### src/rtl/stop_watch_ctrl.sv
// Button front end and IDLE/RUN/PAUSE controller for the stop watch datapath.
// Debounces start/stop and lap/clear, drives count enable/clear and freezes lap snapshots.
module stop_watch_ctrl #(
  parameter int DEB_CYCLES = 16,
  parameter int LAP_W      = 4
) (
  input  logic             I_CLK,
  input  logic             I_RST,
  input  logic             I_BTN_SS,
  input  logic             I_BTN_LC,
  input  logic [9:0]       I_TIMER_MS,
  input  logic [5:0]       I_TIMER_SEC,
  output logic             O_EN1,
  output logic             O_EN2,
  output logic [9:0]       O_LAP_MS,
  output logic [5:0]       O_LAP_SEC,
  output logic             O_LAP_VALID,
  output logic [LAP_W-1:0] O_LAP_CNT,
  output logic [1:0]       O_STATE
);

  localparam int CNT_W = $clog2(DEB_CYCLES + 1);
  localparam logic [CNT_W-1:0] CNT_TOP = CNT_W'(DEB_CYCLES);

  typedef enum logic [1:0] {
    IDLE  = 2'b00,
    RUN   = 2'b01,
    PAUSE = 2'b10
  } state_t;

  function automatic logic [LAP_W-1:0] sat_inc(input logic [LAP_W-1:0] v);
    return (v == {LAP_W{1'b1}}) ? v : v + 1'b1;
  endfunction

  // Bit 0 is start/stop, bit 1 is lap/clear
  logic [1:0]       sync_p0, sync_p1;
  logic [1:0]       deb_p2, deb_d_p3;
  logic [1:0]       press_p3;
  logic [CNT_W-1:0] cnt_p2 [2];

  state_t state, next_state;
  logic   do_lap, do_clr;
  logic   ss_p, lc_p;

  assign ss_p = press_p3[0];
  assign lc_p = press_p3[1];

  // Synchroniser, debounce and press-edge stages
  always_ff @(posedge I_CLK) begin
    if (I_RST) begin
      sync_p0  <= '0;
      sync_p1  <= '0;
      deb_p2   <= '0;
      deb_d_p3 <= '0;
      press_p3 <= '0;
      for (int i = 0; i < 2; i++) cnt_p2[i] <= '0;
    end else begin
      sync_p0  <= {I_BTN_LC, I_BTN_SS};
      sync_p1  <= sync_p0;
      deb_d_p3 <= deb_p2;
      press_p3 <= deb_p2 & ~deb_d_p3;
      for (int i = 0; i < 2; i++) begin
        if (sync_p1[i] == deb_p2[i]) begin
          cnt_p2[i] <= '0;
        end else if (cnt_p2[i] == CNT_TOP) begin
          cnt_p2[i] <= '0;
          deb_p2[i] <= ~deb_p2[i];
        end else begin
          cnt_p2[i] <= cnt_p2[i] + 1'b1;
        end
      end
    end
  end

  // Controller state register
  always_ff @(posedge I_CLK) begin
    if (I_RST) state <= IDLE;
    else       state <= next_state;
  end

  // Start/stop takes priority; a coincident lap/clear press is dropped
  always_comb begin
    next_state = state;
    do_lap     = 1'b0;
    do_clr     = 1'b0;
    case (state)
      IDLE: begin
        if (ss_p)      next_state = RUN;
        else if (lc_p) do_clr = 1'b1;
      end
      RUN: begin
        if (ss_p)      next_state = PAUSE;
        else if (lc_p) do_lap = 1'b1;
      end
      PAUSE: begin
        if (ss_p) begin
          next_state = RUN;
        end else if (lc_p) begin
          next_state = IDLE;
          do_clr     = 1'b1;
        end
      end
      default: next_state = IDLE;
    endcase
  end

  // Output register stage
  always_ff @(posedge I_CLK) begin
    if (I_RST) begin
      O_EN1       <= 1'b0;
      O_EN2       <= 1'b0;
      O_LAP_VALID <= 1'b0;
      O_LAP_MS    <= '0;
      O_LAP_SEC   <= '0;
      O_LAP_CNT   <= '0;
    end else begin
      O_EN1       <= (next_state == RUN);
      O_EN2       <= do_clr;
      O_LAP_VALID <= do_lap;
      if (do_clr) begin
        O_LAP_MS  <= '0;
        O_LAP_SEC <= '0;
        O_LAP_CNT <= '0;
      end else if (do_lap) begin
        O_LAP_MS  <= I_TIMER_MS;
        O_LAP_SEC <= I_TIMER_SEC;
        O_LAP_CNT <= sat_inc(O_LAP_CNT);
      end
    end
  end

  assign O_STATE = state;

endmodule

### config.mk
export PLATFORM = sky130hd
export DESIGN_NAME = stop_watch_ctrl
export DESIGN_NICKNAME = d
export VERILOG_FILES = /design/src/rtl/stop_watch_ctrl.sv
export SDC_FILE = /design/constraint.sdc
export NUM_CORES = 1
export LEC_CHECK = 0
export ABC_AREA = 1
export BUFFER_PORTS_ARGS = -buffer_cell sky130_fd_sc_hd__buf_4
export CORE_MARGIN = 1.5
export CORE_UTILIZATION = 45
export CTS_BUF_LIST = sky130_fd_sc_hd__clkbuf_8
export DETAILED_ROUTE_END_ITERATION = 16
export GPL_TIMING_DRIVEN = 0
export PLACE_DENSITY = 0.69
export SYNTH_ARGS = -nofsm -noshare
export SYNTH_HDL_FRONTEND = slang
export SYNTH_SLANG_ARGS = --single-unit
### constraint.sdc
create_clock -name I_CLK -period 1.4 [get_ports I_CLK]
set_input_delay 0.14 -clock I_CLK [delete_from_list [all_inputs] [get_ports I_CLK]]
set_output_delay 0.14 -clock I_CLK [all_outputs]
set_load 0.02 [all_outputs]
==> run_results.csv, run 1 <==
group,metric,value,unit
clocking,path_clk_slew,0.08,ns
placed_design,portBuffers,44,
placed_design,postPlaceCellArea,2320,sq um
placed_design,dp.cells,301,
final_layout,finalCoreUtilization,60.3,%
placed_design,gp_congestion,0.717,
critical_path,critPathKind,"reg -> reg",
critical_path,start_kind,"flop",
logic_synthesis,ys_seq_elements,45,
floorplan,die_area,4600,sq um
sta,fin_skew,0.00723,ns
final_layout,final_common_cell,"buf_4",
final_layout,final_nets,285,
floorplan,die-width,67.8,um
sta,final_max_slew_viol_count,0,
clocking,clock_path_buffers,2,
placed_design,hpwl,2.33,mm
sta,grt_setup_unrepaired,"true",
critical_path,cp_cell_sequence,"inv_1 > ha_2 > nand3_2 > o211ai_1 > nor2_1",
power,power_density,956,nW/um^2
sta,worst_slack,0.0599,ns
logic_synthesis,synth.avg_cell_area,9.55,sq um
logic_synthesis,syn_area,1890,sq um
final_layout,drive_above_1_share,33.7,%
sta,fmaxAchievable,0.746,GHz
critical_path,critical-path-max-stage-delay,0.43,ns
critical_path,crit_slowest_cell,"edfxtp_1",
placed_design,dp_worst_setup_slack,0.0565,ns
critical_path,path_buf_inv,1,
logic_synthesis,ys_seq_area_share,52.9,%
run,maxCapViolations,0,
sta,finalSetupViolations,0,
clocking,root_buffer,"clkbuf_8",
global_route,grtUsageMet2,23.4,%
final_layout,area_growth,28.5,%
floorplan,core,4030,sq um
clocking,htree_levels,2,
final_layout,most-common-layout-cells,"buf_4 (46), nor2_1 (41), dfxtp_1 (35)",
floorplan,start_util,47.0,%
global_route,use_met3,4.77,%
critical_path,path_max_fanout,5,
global_route,busiest_layer,"met2",
global_route,grt_usage,14.7,%
global_route,grt_pass1_vias,1181,
critical_path,cp-end-kind,"flop",
sta,finalCriticalPeriod,1.34,ns
min_path,hp-start,"I_RST",
min_path,hold_path_depth,2,
min_path,hp-class,"in -> reg",
final_layout,regArea,1000,sq um
final_layout,multi_input_area,790,sq um
clocking,cts_tree,"yes",
final_layout,design_area,2430,sq um
clocking,cts-buffers-inserted,5,
run_status,status,"complete, no violations",
logic_synthesis,synth_warnings,0,
drt,viasPerCell,4.54,
power,p_leak,1.04,nW
clocking,clock_latency,0.29,ns
drt,dr.pass1.iters,4,
min_path,hold_end,"press_p3[1]",
floorplan,num_rows,23,
floorplan,die_h,67.8,um
logic_synthesis,synth_cell_types,29,
logic_synthesis,netlist_instances,198,
drt,drt-wirelength-per-cell,10.1,um
drt,routed_wl,3.15,mm
drt,drc,0,
drt,ant_nets,0,
sta,hold_viol,0,
floorplan,design.portCount,45,
global_route,met1_usage,18.2,%
global_route,grt_max_degree,14,
drt,num_vias,1412,
clocking,cts.sinks,45,
sta,tns,0,ns
final_layout,antenna_cells,0,
final_layout,final_cells,311,
global_route,grt-ovfl-total,0,
clocking,ctsHoldBuffers,0,
final_layout,num-fill-cells,374,
sta,fin_crit_sh,95.7,%
critical_path,cp_data_required_time,1.43,ns
global_route,antenna_found_initial,0,
critical_path,cp_top_family,"flip-flops",
critical_path,arrival,1.37,ns
critical_path,ff2ff_setup_slack,0.06,ns
critical_path,regToRegEndpoint,"cnt_p2[0][1]",
critical_path,worst-path-stages,5,
global_route,grt_first_pass_wirelength,5.03,mm
power,peakVddDrop,0.559,mV
drt,drtIter0Drc,60,
critical_path,r2r_cells,5,
critical_path,r2r-start,"cnt_p2[0][0]",
[how the worst max path moves through the flow]
stage                             from      endpoint  slack (ns)
after floorplan             O_STATE[0]   O_LAP_MS[0]        0.15
after global placement    cnt_p2[0][0]  cnt_p2[0][1]        0.08
after detailed placement  cnt_p2[0][0]  cnt_p2[0][0]        0.06
after CTS                 cnt_p2[0][0]  cnt_p2[0][0]        0.05
after global routing      cnt_p2[0][0]  cnt_p2[0][4]       -0.05
final                     cnt_p2[0][0]  cnt_p2[0][1]        0.06
[power by group]
part	switching, mW	internal [mW]	leakage [nW]
Clock	0.402	0.388	0.0538
Sequential	0.0194	1.35	0.386
Combinational	0.0817	0.0814	0.600
[cell usage after synthesis]
cell type  instances  share of area [%]
edfxtp_1          10                 16
nand2_1           12                2.4
nand4_1            1               0.33
nor2_4             2                1.2
conb_1             1               0.20
nor2_2            11                3.6
nor2_8             1                1.1
inv_1             17                3.4
clkinv_4           1               0.46
nand2_4            1               0.60
buf_12             2                2.1
o21ai_0            9                2.4
nor2_1            41                8.1
dfxtp_1           35                 37
o21ai_2           10                4.6
buf_6              1               0.60
xnor2_1            2               0.93
inv_2              1               0.20
nor3_1             2               0.53
nand2_2            1               0.33
xor2_1             5                2.3
ha_1               5                3.3
or2_2              1               0.33
o211ai_1           1               0.40
nand3_1           11                2.9
nand2_8            1                1.1
clkbuf_1           1               0.20
a21oi_1           11                2.9
inv_8              1               0.60
[final cells by class]
type                    count  share of cell area, %
clock inverters             2                  0.309
well taps                  50                   2.57
repair buffers             46                   14.2
flip-flops and latches     45                   41.2
plain buffers               4                   2.26
multi-input cells         138                   32.5
clock buffers               6                   3.40
inverters                  20                   3.60
[worst register-to-register path, stage by stage (launching register included)]
cell	delay (ns)
edfxtp_1	0.43
inv_1	0.09
ha_2	0.17
nand3_2	0.08
o211ai_1	0.23
nor2_1	0.09
[what timing repair did]
action,in CTS,in global routing
buffers inserted,0,2
gates resized for setup,0,2
endpoints found under the setup margin,0,5
[logic make-up (layout without fill, tap and decap cells)]
logic type | Yosys count | count (layout) | share of synthesized area [%]
adder cells (fa/ha/maj) | 5 | 5 | 3.31
AO/OA/AOI/OAI | 31 | 31 | 10.3
XOR/XNOR | 7 | 7 | 3.24
flip-flops | 45 | 45 | 52.9
buffers and inverters | 24 | 78 | 7.54
AND/OR/NAND/NOR | 85 | 85 | 22.5
other | 1 | 10 | 0.198
[per-layer routing]
layer,wire length (um),vias up
li1,-,753
met1,1430,628
met2,1510,24
met3,141,7
met4,60,0
met5,0,-
[stage by stage]
| stage | hold slack, ns | total power [mW] |
|---|---|---|
| after floorplan | 0.218 | 1.49 |
| final | 0.0337 | 2.32 |
| after global placement | 0.339 | 1.56 |
| after global routing | 0.0178 | 2.45 |
| after CTS | 0.0250 | 2.35 |
| after detailed placement | 0.341 | 1.56 |
[registers in the layout, indices dropped and copies added, names as in the netlist]
name / flops
sync_p1: 2
O_LAP_SEC: 6
deb_p2: 2
O_EN2: 1
cnt_p2: 10
sync_p0: 2
O_LAP_MS: 10
O_LAP_VALID: 1
O_EN1: 1
press_p3: 2
O_STATE: 2
deb_d_p3: 2
O_LAP_CNT: 4
No activity file was read; power rests on OpenSTA's default activity.
==> run 2, diff against run 1 <==
- ABC_AREA: 1 -> not set
==> run 2 against run 1 <==
The run now ends with negative setup slack left; sequential power barely moved; final cell count fell by 4.5%; via count fell by 1.1%; combinational power fell by 19%; global-route usage rose by 1.9 points; utilization rose by 3.6 points; clock-buffer cell count fell by 1; non-clock buffer count rose by 9.
==> run_results.csv, run 2 <==
group,metric,value,unit
run_status,status,"complete, but fails checks",
run_status,violations,"negative setup slack",
run,maxCapViolations,0,
drt,dr.pass1.iters,4,
drt,num_vias,1396,
floorplan,start_util,48.1,%
sta,fin_crit_sh,103,%
drt,drt-wirelength-per-cell,11.0,um
logic_synthesis,synth_commonest_cells,"dfxtp_1 (35), nand2_1 (33), a21oi_1 (21)",
drt,routed_wl,3.25,mm
clocking,path_clk_slew,0.08,ns
clocking,cts.sinks,45,
power,clock_power_share,33.3,%
logic_synthesis,netlist_instances,180,
critical_path,cp-end-kind,"flop",
critical_path,start_kind,"flop",
logic_synthesis,synth_top_area_cell,"dfxtp_1",
sta,finalCriticalPeriod,1.44,ns
floorplan,num_rows,22,
global_route,grt_pass1_vias,1265,
final_layout,final_common_cell,"buf_4",
final_layout,most-common-layout-cells,"buf_4 (52), dfxtp_1 (35), nand2_1 (33)",
final_layout,drive_above_1_share,31.7,%
sta,hold_viol,0,
global_route,grt-ovfl-total,0,
clocking,clock_path_buffers,2,
clocking,root_buffer,"clkbuf_8",
logic_synthesis,ys_seq_elements,45,
final_layout,area_growth,33.0,%
critical_path,ff2ff_setup_slack,-0.04,ns
critical_path,arrival,1.60,ns
sta,grt_setup_unrepaired,"true",
drt,viasPerCell,4.70,
sta,tns,-0.106,ns
placed_design,gp_congestion,0.772,
floorplan,design.portCount,45,
critical_path,critPathLaunch,"cnt_p2[1][1]",
power,p_switching,475,uW
min_path,hp-class,"in -> reg",
floorplan,core,3740,sq um
clocking,htree_levels,2,
logic_synthesis,synth_cell_types,29,
logic_synthesis,synth.avg_cell_area,10.0,sq um
clocking,cts_tree,"yes",
critical_path,r2r_cells,5,
clocking,cts-buffers-inserted,5,
logic_synthesis,syn_area,1800,sq um
critical_path,crit_end,"cnt_p2[1][2]",
global_route,grt_max_degree,14,
floorplan,die_area,4390,sq um
final_layout,antenna_cells,0,
final_layout,final_nets,273,
power,swShare,21.3,%
critical_path,r2r-start,"cnt_p2[1][1]",
logic_synthesis,async_reset_ff_share,0,%
floorplan,die-width,66.2,um
critical_path,cp_data_required_time,1.56,ns
drt,drc,0,
sta,worst_slack,-0.0389,ns
logic_synthesis,synth_warnings,0,
drt,ant_nets,0,
logic_synthesis,synth_edf_count,10,
power,power_density,932,nW/um^2
drt,drtIter0Drc,68,
critical_path,critPathKind,"reg -> reg",
final_layout,regArea,1000,sq um
final_layout,design_area,2390,sq um
power,intPower,1.76,mW
clocking,ctsHoldBuffers,0,
placed_design,postPlaceCellArea,2230,sq um
global_route,antenna_found_initial,0,
logic_synthesis,synth_most_common_cell,"dfxtp_1",
power,peakVddDrop,0.527,mV
placed_design,hpwl,2.24,mm
critical_path,regToRegEndpoint,"cnt_p2[1][2]",
global_route,grt_first_pass_wirelength,5.43,mm
final_layout,multi_input_area,774,sq um
critical_path,path_max_fanout,5,
logic_synthesis,synthFlopType,"dfxtp_1",
sta,fin_skew,0.00192,ns
sta,final_max_slew_viol_count,0,
placed_design,dp_worst_setup_slack,-0.112,ns
power,seqPwrFrac,60.7,%
power,combPwrFrac,5.9,%
sta,finalSetupViolations,6,
sta,fmaxAchievable,0.695,GHz
min_path,hold_path_depth,2,
logic_synthesis,synth_area_leaders,"dfxtp_1 (39%), edfxtp_1 (17%), nand2_1 (6.9%)",
final_layout,num-fill-cells,332,
logic_synthesis,synth_top_area_share,38.9,%
global_route,grt_usage,16.6,%
floorplan,die_h,66.2,um
placed_design,portBuffers,44,
logic_synthesis,ys_seq_area_share,55.6,%
power,p_leak,0.982,nW
final_layout,largest_registers,"O_LAP_MS: 10 flops, cnt_p2: 10 flops, O_LAP_SEC: 6 flops",
clocking,clock_latency,0.29,ns
[run 2: worst min-delay path by stage]
stage              from    endpoint  slack [ns]
6_report       I_BTN_LC  sync_p0[1]        0.05
5_1_grt        I_BTN_LC  sync_p0[1]        0.06
4_1_cts        I_BTN_LC  sync_p0[1]        0.04
3_5_place_dp   I_BTN_LC  sync_p0[1]        0.36
3_3_place_gp   I_BTN_LC  sync_p0[1]        0.35
2_1_floorplan     I_RST  sync_p0[1]        0.21
[run 2: cell type report]
type / instances / share of cell area (%)
sequential: 45 / 41.8
inverter: 7 / 1.10
multi-input combinational: 130 / 32.4
clock inverter: 3 / 0.575
tap: 48 / 2.51
buffer: 7 / 2.46
timing repair buffer: 52 / 16.3
clock buffer: 5 / 2.88
[run 2: metal layers]
metal / part of all wire (%) / track usage [%] / vias up
met5: 0 / 0 / -
met4: 1.1 / 7.65 / 0
met3: 7.7 / 5.62 / 4
met2: 42 / 25.3 / 45
met1: 49 / 21.1 / 625
li1: - / - / 722
[run 2: through the flow]
step	utilization [%]	power (mW)	hold WS, ns	instances
floorplan	-	1.44	0.212	189
global placement	59.5	1.50	0.354	281
detailed placement	59.5	1.50	0.360	281
CTS	63.1	2.27	0.0429	295
global route	63.9	2.34	0.0603	297
finish	63.9	2.23	0.0547	297
[run 2: cells by family after synthesis]
kind of cell	Yosys count	share of synthesized area (%)
compound gates	25	7.30
xor+xnor	8	3.89
fa+ha+maj	5	3.48
buf+inv	14	4.73
flops	45	55.6
mux	2	1.11
other cells	1	0.208
simple gates	80	23.6
[run 2: critical path, cell delays in order, from the launching register on]
cell and delay [ns]:
edfxtp_1 0.35, inv_1 0.05, ha_2 0.17, and4bb_1 0.20
or3_4 0.41, nor2_1 0.12
[run 2: timing repair]
item / 4_1_cts / 5_1_grt
endpoints found under the setup margin: 9 / 11
buffers inserted: 6 / 2
pin swaps: 5 / 3
gates resized for setup: 4 / 5
[run 2: power groups by stage]
| stage | combinational (mW) | clock (mW) | sequential [mW] |
|---|---|---|---|
| 2_1_floorplan | 0.0553 | 0 | 1.39 |
| 3_3_place_gp | 0.110 | 0 | 1.39 |
| 3_5_place_dp | 0.111 | 0 | 1.39 |
| 4_1_cts | 0.125 | 0.785 | 1.36 |
| 5_1_grt | 0.147 | 0.833 | 1.36 |
| 6_report | 0.132 | 0.744 | 1.36 |
